===== config.mk =====
export PLATFORM = sky130hd
export DESIGN_NAME = ex_muldiv_unit
export DESIGN_NICKNAME = d
export VERILOG_FILES = /design/src/rtl/ex_muldiv_unit.sv
export SDC_FILE = /design/constraint.sdc
export NUM_CORES = 1
export LEC_CHECK = 0
export CAP_MARGIN = 20
export CORE_MARGIN = 3
export CORE_UTILIZATION = 25
export DETAILED_ROUTE_END_ITERATION = 10
export HOLD_SLACK_MARGIN = 0.15
export PLACE_DENSITY_LB_ADDON = 0.1
export SLEW_MARGIN = 20
export SYNTH_ARGS = -nofsm -noshare
export SYNTH_HDL_FRONTEND = slang
export SYNTH_SLANG_ARGS = --single-unit

===== constraint.sdc =====
create_clock -name clk -period 3.52 [get_ports clk]
set_input_delay 0.704 -clock clk [delete_from_list [all_inputs] [get_ports clk]]
set_output_delay 0.704 -clock clk [all_outputs]
set_load 0.1 [all_outputs]

===== src/rtl/ex_muldiv_unit.sv =====
// Iterative MULT/MULTU/DIV/DIVU unit for the EX stage: 32-step shift-add multiply or restoring
// divide, stalls ID/EX while busy. Optional macro MULDIV_EARLY_OUT_EN ends multiplies early.
module ex_muldiv_unit #(
   parameter int WIDTH = 32,
   parameter int CNT_W = 6
) (
   input  logic             clk,
   input  logic             rst,
   input  logic             start,
   input  logic [1:0]       op,
   input  logic [WIDTH-1:0] srcl,
   input  logic [WIDTH-1:0] rtdata,
   output logic             stall,
   output logic             done,
   output logic [WIDTH-1:0] hi,
   output logic [WIDTH-1:0] lo
);

   typedef enum logic [1:0] {IDLE, BUSY, FIX} state_t;

   state_t               state, state_nx;
   logic [CNT_W-1:0]     cnt;
   logic [1:0]           op_q;
   logic                 neg_a, neg_b, dz;
   logic [2*WIDTH-1:0]   acc, mcand;
   logic [WIDTH-1:0]     mplier;
   logic [WIDTH:0]       rem;
   logic [WIDTH-1:0]     quo, dvsr;
   logic [WIDTH-1:0]     mag_a, mag_b;
   logic [WIDTH+1:0]     diff;
   logic [2*WIDTH-1:0]   prod_fix;
   logic [WIDTH-1:0]     quo_fix, rem_fix;
   logic                 early;

   always_comb begin
      mag_a = (op[0] && srcl[WIDTH-1])   ? -srcl   : srcl;
      mag_b = (op[0] && rtdata[WIDTH-1]) ? -rtdata : rtdata;
      // rem[WIDTH] is always 0 between steps, so {rem, q} is the shifted partial remainder
      diff  = {rem, quo[WIDTH-1]} - {2'b00, dvsr};
      prod_fix = (neg_a ^ neg_b) ? -acc : acc;
      quo_fix  = (neg_a ^ neg_b) ? -quo : quo;
      rem_fix  = neg_a ? -rem[WIDTH-1:0] : rem[WIDTH-1:0];
`ifdef MULDIV_EARLY_OUT_EN
      early = !op_q[1] && (mplier == '0);
`else
      early = 1'b0;
`endif
   end

   always_ff @(posedge clk) begin
      if (rst) state <= IDLE;
      else     state <= state_nx;
   end

   always_comb begin
      state_nx = state;
      case (state)
         IDLE:    if (start) state_nx = BUSY;
         BUSY:    if (cnt == CNT_W'(WIDTH-1) || early) state_nx = FIX;
         FIX:     state_nx = IDLE;
         default: state_nx = IDLE;
      endcase
   end

   always_comb begin
      stall = (state != IDLE);
   end

   always_ff @(posedge clk) begin
      if (rst) begin
         cnt    <= '0;
         op_q   <= '0;
         neg_a  <= 1'b0;
         neg_b  <= 1'b0;
         dz     <= 1'b0;
         acc    <= '0;
         mcand  <= '0;
         mplier <= '0;
         rem    <= '0;
         quo    <= '0;
         dvsr   <= '0;
         hi     <= '0;
         lo     <= '0;
         done   <= 1'b0;
      end else begin
         done <= 1'b0;
         case (state)
            IDLE: if (start) begin
               op_q   <= op;
               neg_a  <= op[0] & srcl[WIDTH-1];
               neg_b  <= op[0] & rtdata[WIDTH-1];
               dz     <= op[1] && (rtdata == '0);
               cnt    <= '0;
               acc    <= '0;
               mcand  <= {{WIDTH{1'b0}}, mag_a};
               mplier <= mag_b;
               rem    <= '0;
               quo    <= mag_a;
               dvsr   <= mag_b;
            end
            BUSY: begin
               cnt <= cnt + CNT_W'(1);
               if (!op_q[1]) begin
                  if (mplier[0]) acc <= acc + mcand;
                  mcand  <= mcand << 1;
                  mplier <= mplier >> 1;
               end else if (!diff[WIDTH+1]) begin
                  rem <= diff[WIDTH:0];
                  quo <= {quo[WIDTH-2:0], 1'b1};
               end else begin
                  rem <= {rem[WIDTH-1:0], quo[WIDTH-1]};
                  quo <= {quo[WIDTH-2:0], 1'b0};
               end
            end
            FIX: begin
               done <= 1'b1;
               if (!op_q[1]) begin
                  hi <= prod_fix[2*WIDTH-1:WIDTH];
                  lo <= prod_fix[WIDTH-1:0];
               end else begin
                  // divide by zero: remainder already equals srcl after sign fix-up
                  hi <= rem_fix;
                  lo <= dz ? '1 : quo_fix;
               end
            end
            default: ;
         endcase
      end
   end

endmodule


; Yosys cells after proc, flatten, opt, wreduce, memory -nomap -nowiden
; Cells that the tools add are included.
[totals]
register_bits = 335
latch_bits = 0
ramBits = 0
romBits = 0
out_inout_bits = 66
n_memories = 0
[op_classes]
n_addsub = 8
mul = 0
div_mod_pow = 0
n_lt_le_gt_ge = 0
eq_ne = 8
shifts = 0
n_mux = 32
n_bitwise = 3
n_reduce_logical = 13
[ops]
columns = cell, n
row1 = 64-bit two-way mux, 6
row2 = 32-bit two-way mux, 11
row3 = 64-bit one-hot mux with 2 select lines, 2
row4 = 32-bit negator, 4
row5 = 32-bit one-hot mux with 2 select lines, 2
row6 = 33-bit two-way mux, 3
row7 = 33-bit one-hot mux with 2 select lines, 1
row8 = 64-bit adder, 1
row9 = 64-bit negator, 1
row10 = 34-bit by 32-bit subtractor with 34-bit output, 1
row11 = 32-bit zero test, 1
row12 = 6-bit one-hot mux with 2 select lines, 1
row13 = "2-bit != test, second input constant", 5
row14 = "6-bit by 1-bit adder with 6-bit output, second input constant", 1
row15 = "6-bit by 5-bit == test with 1-bit output, second input constant", 1
row16 = 6-bit two-way mux, 1
row17 = 2-bit AND reduction, 3
row18 = 3-bit AND reduction, 2
row19 = 2-bit two-way mux, 2
row20 = 2-bit one-hot mux with 2 select lines, 1
row21 = 4-bit AND reduction, 1
row22 = 2-bit nonzero test, 2
row23 = 1-bit logical AND, 3
row24 = 1-bit AND, 2
row25 = other kinds (5), 6

; Depth between registers and ports, before layout
; Gate-level depths: netlist (run 1).
[logic_depth]
word_depth = 4
ltp_mapped = 14
ltp_nobuf = 14

; Worst setup path before layout (run 1)
; No wires, ideal clock.
[synth_timing]
path_kind = input to register
from = input srcl[0]
to = register quo[27]
setup_ns = 0.070
arrival_time_ns = 3.312
setup_slack_ns = 0.138
cell_stages = 10
cell_sequence = or2_2 > nor4_1 > nand3_1 > or3_1 > or2_2 > o31ai_1 > xnor2_1 > nor2_1 > or3_1 > a21oi_1
[synth_via]
elab_chain_len = 4
[synth_lines]
columns = item, line
row1 = start: declaration, 11  ; input logic [WIDTH-1:0] srcl,
row2 = 32-bit negator, 36  ; mag_a = (op[0] && srcl[WIDTH-1]) ? -srcl : srcl;
row3 = 32-bit two-way mux, 36
row4 = 32-bit two-way mux, 88  ; IDLE: if (start) begin
row5 = 32-bit one-hot mux with 2 select lines, 87  ; case (state)
row6 = end signal: assignment, 98  ; quo <= mag_a;
row7 = end signal: assignment, 109  ; quo <= {quo[WIDTH-2:0], 1'b1};
row8 = end signal: assignment, 112  ; quo <= {quo[WIDTH-2:0], 1'b0};
row9 = end: declaration, 28  ; logic [WIDTH-1:0] quo, dvsr;
; Every way passes these cells. The select of a mux whose other input is x is not followed.
; A chain may end at the register's enable or synchronous reset.

; Final worst setup path (run 1)
[layout_timing]
from = register acc[24]
to = register hi[24]
[layout_via]
elab_chain_len = 3
[layout_lines]
columns = item, line
row1 = start: declaration, 25  ; logic [2*WIDTH-1:0] acc, mcand;
row2 = start signal: assignment, 104  ; if (mplier[0]) acc <= acc + mcand;
row3 = 64-bit negator, 40  ; prod_fix = (neg_a ^ neg_b) ? -acc : acc;
row4 = 64-bit two-way mux, 40
row5 = 32-bit two-way mux, 117  ; if (!op_q[1]) begin
row6 = end signal: assignment, 118  ; hi <= prod_fix[2*WIDTH-1:WIDTH];
row7 = end signal: assignment, 122  ; hi <= rem_fix;
row8 = end: declaration, 15  ; output logic [WIDTH-1:0] hi,
; Every way passes these cells.

==> results of run 1 <==
-- synthesized netlist by cell type, types with 21 or more instances --
master,instances
and3_1,22
or3_1,35
nand3_1,63
o31ai_1,41
o41ai_1,25
xor2_1,123
xnor2_1,129
o221ai_1,33
mux2i_1,36
a21oi_1,348
nand2b_1,22
ha_1,101
a22oi_1,34
a211oi_1,73
a21o_1,67
nor2_1,339
inv_1,71
nand2_1,348
buf_1,21
a31oi_1,26
nor4_1,22
o21ai_0,179
clkbuf_1,158
nor3_1,76
o211ai_1,48
dfxtp_1,334
-- cells in the final DEF (no fill, tap or decap), drive strengths merged, types with 48 or more instances in the layout --
| cell | count |
|---|---|
| nand3 | 63 |
| nor2 | 339 |
| ha | 101 |
| clkdlybuf4s50 | 79 |
| xor2 | 123 |
| inv | 74 |
| a211oi | 73 |
| buf | 372 |
| nor3 | 76 |
| clkbuf | 62 |
| dfxtp | 334 |
| o21ai | 183 |
| a21o | 67 |
| a21oi | 348 |
| nand2 | 348 |
| xnor2 | 129 |
| o211ai | 48 |
-- sequential cells by signal (all words and copies together) (netlist names) --
name / flops
cnt: 6
quo: 32
mplier: 32
neg_b: 1
lo: 32
hi: 32
acc: 64
state: 2
mcand: 64
rem: 33
dvsr: 32
dz: 1
neg_a: 1
op_q: 1
done: 1
-- final cells by class --
type,instances,area share [%]
sequential,334,23.5
multi-input combinational,2387,52.3
timing repair buffer,452,13.0
tap,1155,5.07
clock inverter,19,0.935
inverter,71,0.935
clock buffer,61,4.37
-- final timing paths --
path / end / slack (ps) / cells after the start
max: hi[24] / 90 / 10
min: hi[27] / 440 / 2
max reg2reg: hi[24] / 90 / 10
min reg2reg: hi[27] / 440 / 2
-- power breakdown --
group / switching [mW] / internal, mW / leakage (nW) / total (mW)
Combinational: 1.25 / 0.817 / 8.19 / 2.06
Sequential: 0.152 / 3.93 / 2.72 / 4.09
Clock: 1.91 / 2.86 / 0.728 / 4.77
Total: 3.31 / 7.61 / 11.6 / 10.9
-- critical path, delay by kind of cell (launching register included) --
| family | cells | cell delay (ps) |
|---|---|---|
| compound gates | 3 | 460 |
| xor+xnor | 1 | 160 |
| simple gates | 6 | 2390 |
| flops | 1 | 330 |
-- stage by stage --
stage	utilization [%]	instance area (µm²)	total power [mW]	instances
floorplan	-	22300	5.33	2979
finish	32.6	28500	10.9	4479
detailed placement	30.6	26800	6.21	4398
global placement	30.6	26800	6.20	4398
global route	32.6	28500	11.5	4479
CTS	32.3	28300	11.1	4478
-- what timing repair did --
action | CTS | global route
setup endpoints to repair | 15 | 48
pin swaps | 1 | 14
gates cloned | 0 | 1
resized for setup | 7 | 47
-- kinds of logic after synthesis --
kind of cell,Yosys count
compound gates,954
xor+xnor,252
fa+ha+maj,103
buf+inv,258
flops,334
mux,37
simple gates,1041
-- layer usage --
metal | routed length, µm | track usage, % | vias to the layer above
met5 | 0 | 0 | -
li1 | - | - | 11300
met4 | 1730 | 4.08 | 0
met2 | 40000 | 30.1 | 442
met3 | 3140 | 2.04 | 89
met1 | 42000 | 25.1 | 10800
==> results.json, run 1 <==
{
  "status": "finished clean",
  "slew_headroom_pct": 26.8,
  "globalRouteTotalUtil_pct": 18.1,
  "grt-ovfl-total": 0,
  "drt-wirelength-per-cell_um": 19.4,
  "start_util_pct": 25.4,
  "setup_violations": 0,
  "synth_compound_area_share_pct": 26.8,
  "ant_nets": 0,
  "drt-initial-drc-count": 1463,
  "synthXorXnorAreaFrac_pct": 9.91,
  "grt_max_degree": 143,
  "die_h_um": 304,
  "setup_ws_ps": 88.9,
  "startpoint_type": "flip-flop",
  "setup_tns_ps": 0,
  "hold_ws_ps": 436,
  "synth_edf_count": 0,
  "grt_pass1_wl_um": 135000,
  "routed_via_density": 5.07,
  "ys.flop_type": "dfxtp_1",
  "firstDrtPassIters": 5,
  "path_cells": "or4_4 > or3_4 > or3_4 > or3_4 > or3_4 > or2_4 > o41ai_4 > xnor2_1 > o21ai_1 > o21ai_1",
  "cts_tree": "yes",
  "die_w_um": 304,
  "synth_fp_nets": 3151,
  "cts.clk_slew.worst_paths_ps": 60,
  "worstHoldPathType": "reg2reg",
  "route.vias.total": 22700,
  "design.die.area_um2": 92700,
  "ios": 135,
  "drive_gt1_share_pct": 15.9,
  "drv_cap": 0,
  "critical_path_arrival_ps": 3930,
  "syn2layout_area_growth_pct": 28.1,
  "post-dp-hpwl_um": 66000,
  "cpMaxStageDelayCell": "or4_4",
  "cts.sinks": 334,
  "drt_drc_violations_left": 0,
  "yosys.area_share.adder_pct": 5.85,
  "core_area_um2": 87600,
  "cts_max_path_buffers": 3,
  "antenna_cells": 0,
  "crit_fanout": 4,
  "numCtsBuffers": 44,
  "hold_buffers": 0,
  "cp-end-kind": "flip-flop",
  "syn_avg_cell_area_um2": 7.48,
  "min_from": "hi[27]",
  "synthCells": 2979,
  "tightest_slew_ps": 1100,
  "crit_type": "reg2reg",
  "synth_area_leaders": "dfxtp_1 (30%), a21oi_1 (7.8%), nand2_1 (5.9%)",
  "final_nets": 3462,
  "p_per_area_nw_per_um2": 383,
  "maxSlewViolCount": 0,
  "max_freq_mhz": 291,
  "post_cts_buffers": 0,
  "synth_mux_area_share_pct": 1.67,
  "synth-async-reset-ratio_pct": 0,
  "crit_path_frequent_cell": "or3_4",
  "r2r-start": "acc[24]",
  "fillerInstances": 9325,
  "wl_um": 86900,
  "netlist_area_um2": 22300,
  "cts_root_buf": "clkbuf_16",
  "yosys.area.top_type_share_pct": 30.0,
  "clock_skew_ps": 36.0,
  "ctsHtreeMaxLevel": 2,
  "yosys_register_bits": 334,
  "p_leak_nw": 11.6,
  "yosysWarnings": 0,
  "finalHoldViolCount": 0,
  "synthSimpleGateAreaFrac_pct": 21.2,
  "gp_congestion": 0.862,
  "seq_area_um2": 6690,
  "worst-endpoint-required_ps": 4020,
  "multi_input_area_um2": 14900,
  "port_buffers": 134,
  "synth_cell_types": 81,
  "period_share_pct": 97.5,
  "first_global_vias": 22200,
  "rsz0062_at_grt": "yes",
  "post-place-ws_ps": -323,
  "synth-seq-area-share_pct": 30.0,
  "synth_top_family_by_area": "compound AO/OA/AOI/OAI gates",
  "rows": 108,
  "yosys.area.top_type": "dfxtp_1",
  "worstSetupStartpoint": "acc[24]",
  "min_period_ps": 3430,
  "worst_skew_pair.late_latency_ps": 600,
  "antenna_found_initial": 3,
  "slowest_delay_ps": 530,
  "ir_worst_vdd_v": 0.000293
}
No activity file was read; power rests on OpenSTA's default activity.
==> run 2, diff against run 1 <==
--- a/config.mk
+++ b/config.mk
@@ -7,7 +7,7 @@
 export LEC_CHECK = 0
 export CAP_MARGIN = 20
 export CORE_MARGIN = 3
-export CORE_UTILIZATION = 25
+export CORE_UTILIZATION = 49
 export DETAILED_ROUTE_END_ITERATION = 10
 export HOLD_SLACK_MARGIN = 0.15
 export PLACE_DENSITY_LB_ADDON = 0.1
@@ -15,3 +15,4 @@
 export SYNTH_ARGS = -nofsm -noshare
 export SYNTH_HDL_FRONTEND = slang
 export SYNTH_SLANG_ARGS = --single-unit
+export TNS_END_PERCENT = 1
==> run 2 against run 1 <==
Critical endpoint is now hi[29]. Critical path type unchanged. Via count grew 2.4%. Fmax decreased by 0.53%. Worst setup slack got worse by 18 ps. Final cell count fell by 14%. Largest cell class unchanged.
==> results.json, run 2 (synthesis gave the netlist of run 1 again) <==
{
  "status": "finished clean",
  "min_period_ps": 3450,
  "r2r_setup_slack_ps": 70,
  "post-place-ws_ps": -409,
  "finalHoldViolCount": 0,
  "reg_top3": "acc (64), mcand (64), rem (33)",
  "port_buffers": 134,
  "firstDrtPassIters": 5,
  "finalInstanceArea_um2": 27500,
  "antenna_found_initial": 0,
  "worst_skew_pair.late_latency_ps": 570,
  "maxSlewViolCount": 0,
  "cts.sinks": 334,
  "r2r-start": "acc[24]",
  "crit_path_frequent_cell": "or3_4",
  "rsz0062_at_grt": "yes",
  "critPathBufInv": 1,
  "gp_congestion": 0.919,
  "rr_worst_depth": 10,
  "final_cell_mix": "nand2_1 (347), a21oi_1 (347), nor2_1 (335), dfxtp_1 (333), buf_4 (293)",
  "routed_via_density": 6.00,
  "globalRouteTotalUtil_pct": 30.5,
  "min_from": "hi[26]",
  "worstHoldPathType": "reg2reg",
  "grt-ovfl-total": 0,
  "final_nets": 3424,
  "cp-end-kind": "flip-flop",
  "route.vias.total": 23300,
  "critical_path_arrival_ps": 3930,
  "hold_buffers": 0,
  "path_cells": "or4_4 > or3_4 > or3_4 > or4_1 > nor2_2 > nor2_1 > a2111oi_2 > buf_4 > a21oi_1 > o21ai_0",
  "slew_headroom_pct": 33.6,
  "fin_cells": 3873,
  "core_area_um2": 44500,
  "design.die.area_um2": 48000,
  "setup_tns_ps": 0,
  "drt-wirelength-per-cell_um": 19.5,
  "cts_max_path_buffers": 3,
  "max_freq_mhz": 290,
  "numCtsBuffers": 40,
  "seq_area_um2": 6690,
  "grt_max_degree": 126,
  "p_per_area_nw_per_um2": 387,
  "hold_depth": 2,
  "worstSetupStartpoint": "acc[24]",
  "hold_end": "hi[26]",
  "tightest_slew_ps": 993,
  "period_share_pct": 98.0,
  "worst-endpoint-required_ps": 4000,
  "grt_busiest_layer": "met2",
  "cts_tree": "yes",
  "slowest_delay_ps": 600,
  "clock_skew_ps": 21.5,
  "wl_um": 75400,
  "startpoint_type": "flip-flop",
  "drive_gt1_share_pct": 13.3,
  "crit_type": "reg2reg",
  "setup_ws_ps": 70.7,
  "grt_pass1_wl_um": 119000,
  "start_util_pct": 50.0,
  "p_leak_nw": 11.4,
  "die_w_um": 219,
  "p_total_mw": 10.6,
  "met3_usage_pct": 3.70,
  "gr-usage-met2_pct": 48.6,
  "cts.clk_slew.worst_paths_ps": 60,
  "post-dp-hpwl_um": 56300,
  "ir_worst_vdd_v": 0.000343,
  "first_global_vias": 21800,
  "ctsHtreeMaxLevel": 2,
  "antenna_cells": 0,
  "setup_violations": 0,
  "syn2layout_area_growth_pct": 23.4,
  "fillerInstances": 4086,
  "critPathTopFamily": "simple AND/OR/NAND/NOR gates",
  "rr_endpoint": "hi[29]",
  "drt-initial-drc-count": 1954,
  "ios": 135,
  "die_h_um": 219,
  "cpMaxStageDelayCell": "or4_1",
  "ant_nets": 0,
  "grt_use_met1_pct": 42.7,
  "placed_cell_area_um2": 25900,
  "multi_input_area_um2": 14800,
  "drv_cap": 0,
  "post_cts_buffers": 0,
  "crit_fanout": 4,
  "rows": 77,
  "cts_root_buf": "clkbuf_16",
  "placed_cells": 3802,
  "drt_drc_violations_left": 0
}
## run 2: cell types whose count changed in the layout (fill, tap and decap cells not counted), moves of 5 or more
cell,change
clkbuf_16,-5
buf_4,-71
clkinvlp_4,-5
clkdlybuf4s50_1,+37
## run 2: worst max path at each step
stage | slack (ps) | depth (start not counted) | endpoint
3_3_place_gp | -420 | 10 | quo[27]
6_report | 70 | 10 | hi[29]
2_1_floorplan | 140 | 10 | quo[27]
3_5_place_dp | -410 | 10 | quo[27]
4_1_cts | 1 | 11 | hi[20]
5_1_grt | -70 | 10 | hi[29]
## run 2: routing by layer
metal / share of wire [%] / up-vias
met4: 3.4 / 0
li1: - / 11300
met1: 46 / 11100
met3: 6.2 / 136
met2: 44 / 776
met5: 0 / -
## run 2: repair_timing
| item | CTS | global route |
|---|---|---|
| resized for setup | 4 | 30 |
| pin swaps | 1 | 4 |
| hold endpoints to repair | 0 | 0 |
| setup endpoints to repair | 3 | 36 |
## run 2: power by group
group | leakage [nW] | switching (mW) | internal, mW
registers | 2.72 | 0.144 | 3.93
logic | 7.95 | 1.21 | 0.800
clock network | 0.701 | 1.73 | 2.83
## run 2: through the flow
step | hold WS [ps] | utilization (%)
after floorplan | 432 | -
after global placement | 432 | 58.2
after detailed placement | 434 | 58.2
after CTS | 441 | 61.4
after global routing | 466 | 61.7
final | 439 | 61.7
## run 2: tightest hold or removal path, stage by stage (launching register included)
cell and delay, ps:
dfxtp_1 310, nand2_1 50, nand2_1 40
## run 2: final cells by class
type	count	area share [%]
tap	592	2.70
clock inverter	17	1.09
inverter	71	0.970
timing repair buffer	418	12.9
multi-input combinational	2387	53.9
sequential	334	24.3
clock buffer	54	4.09
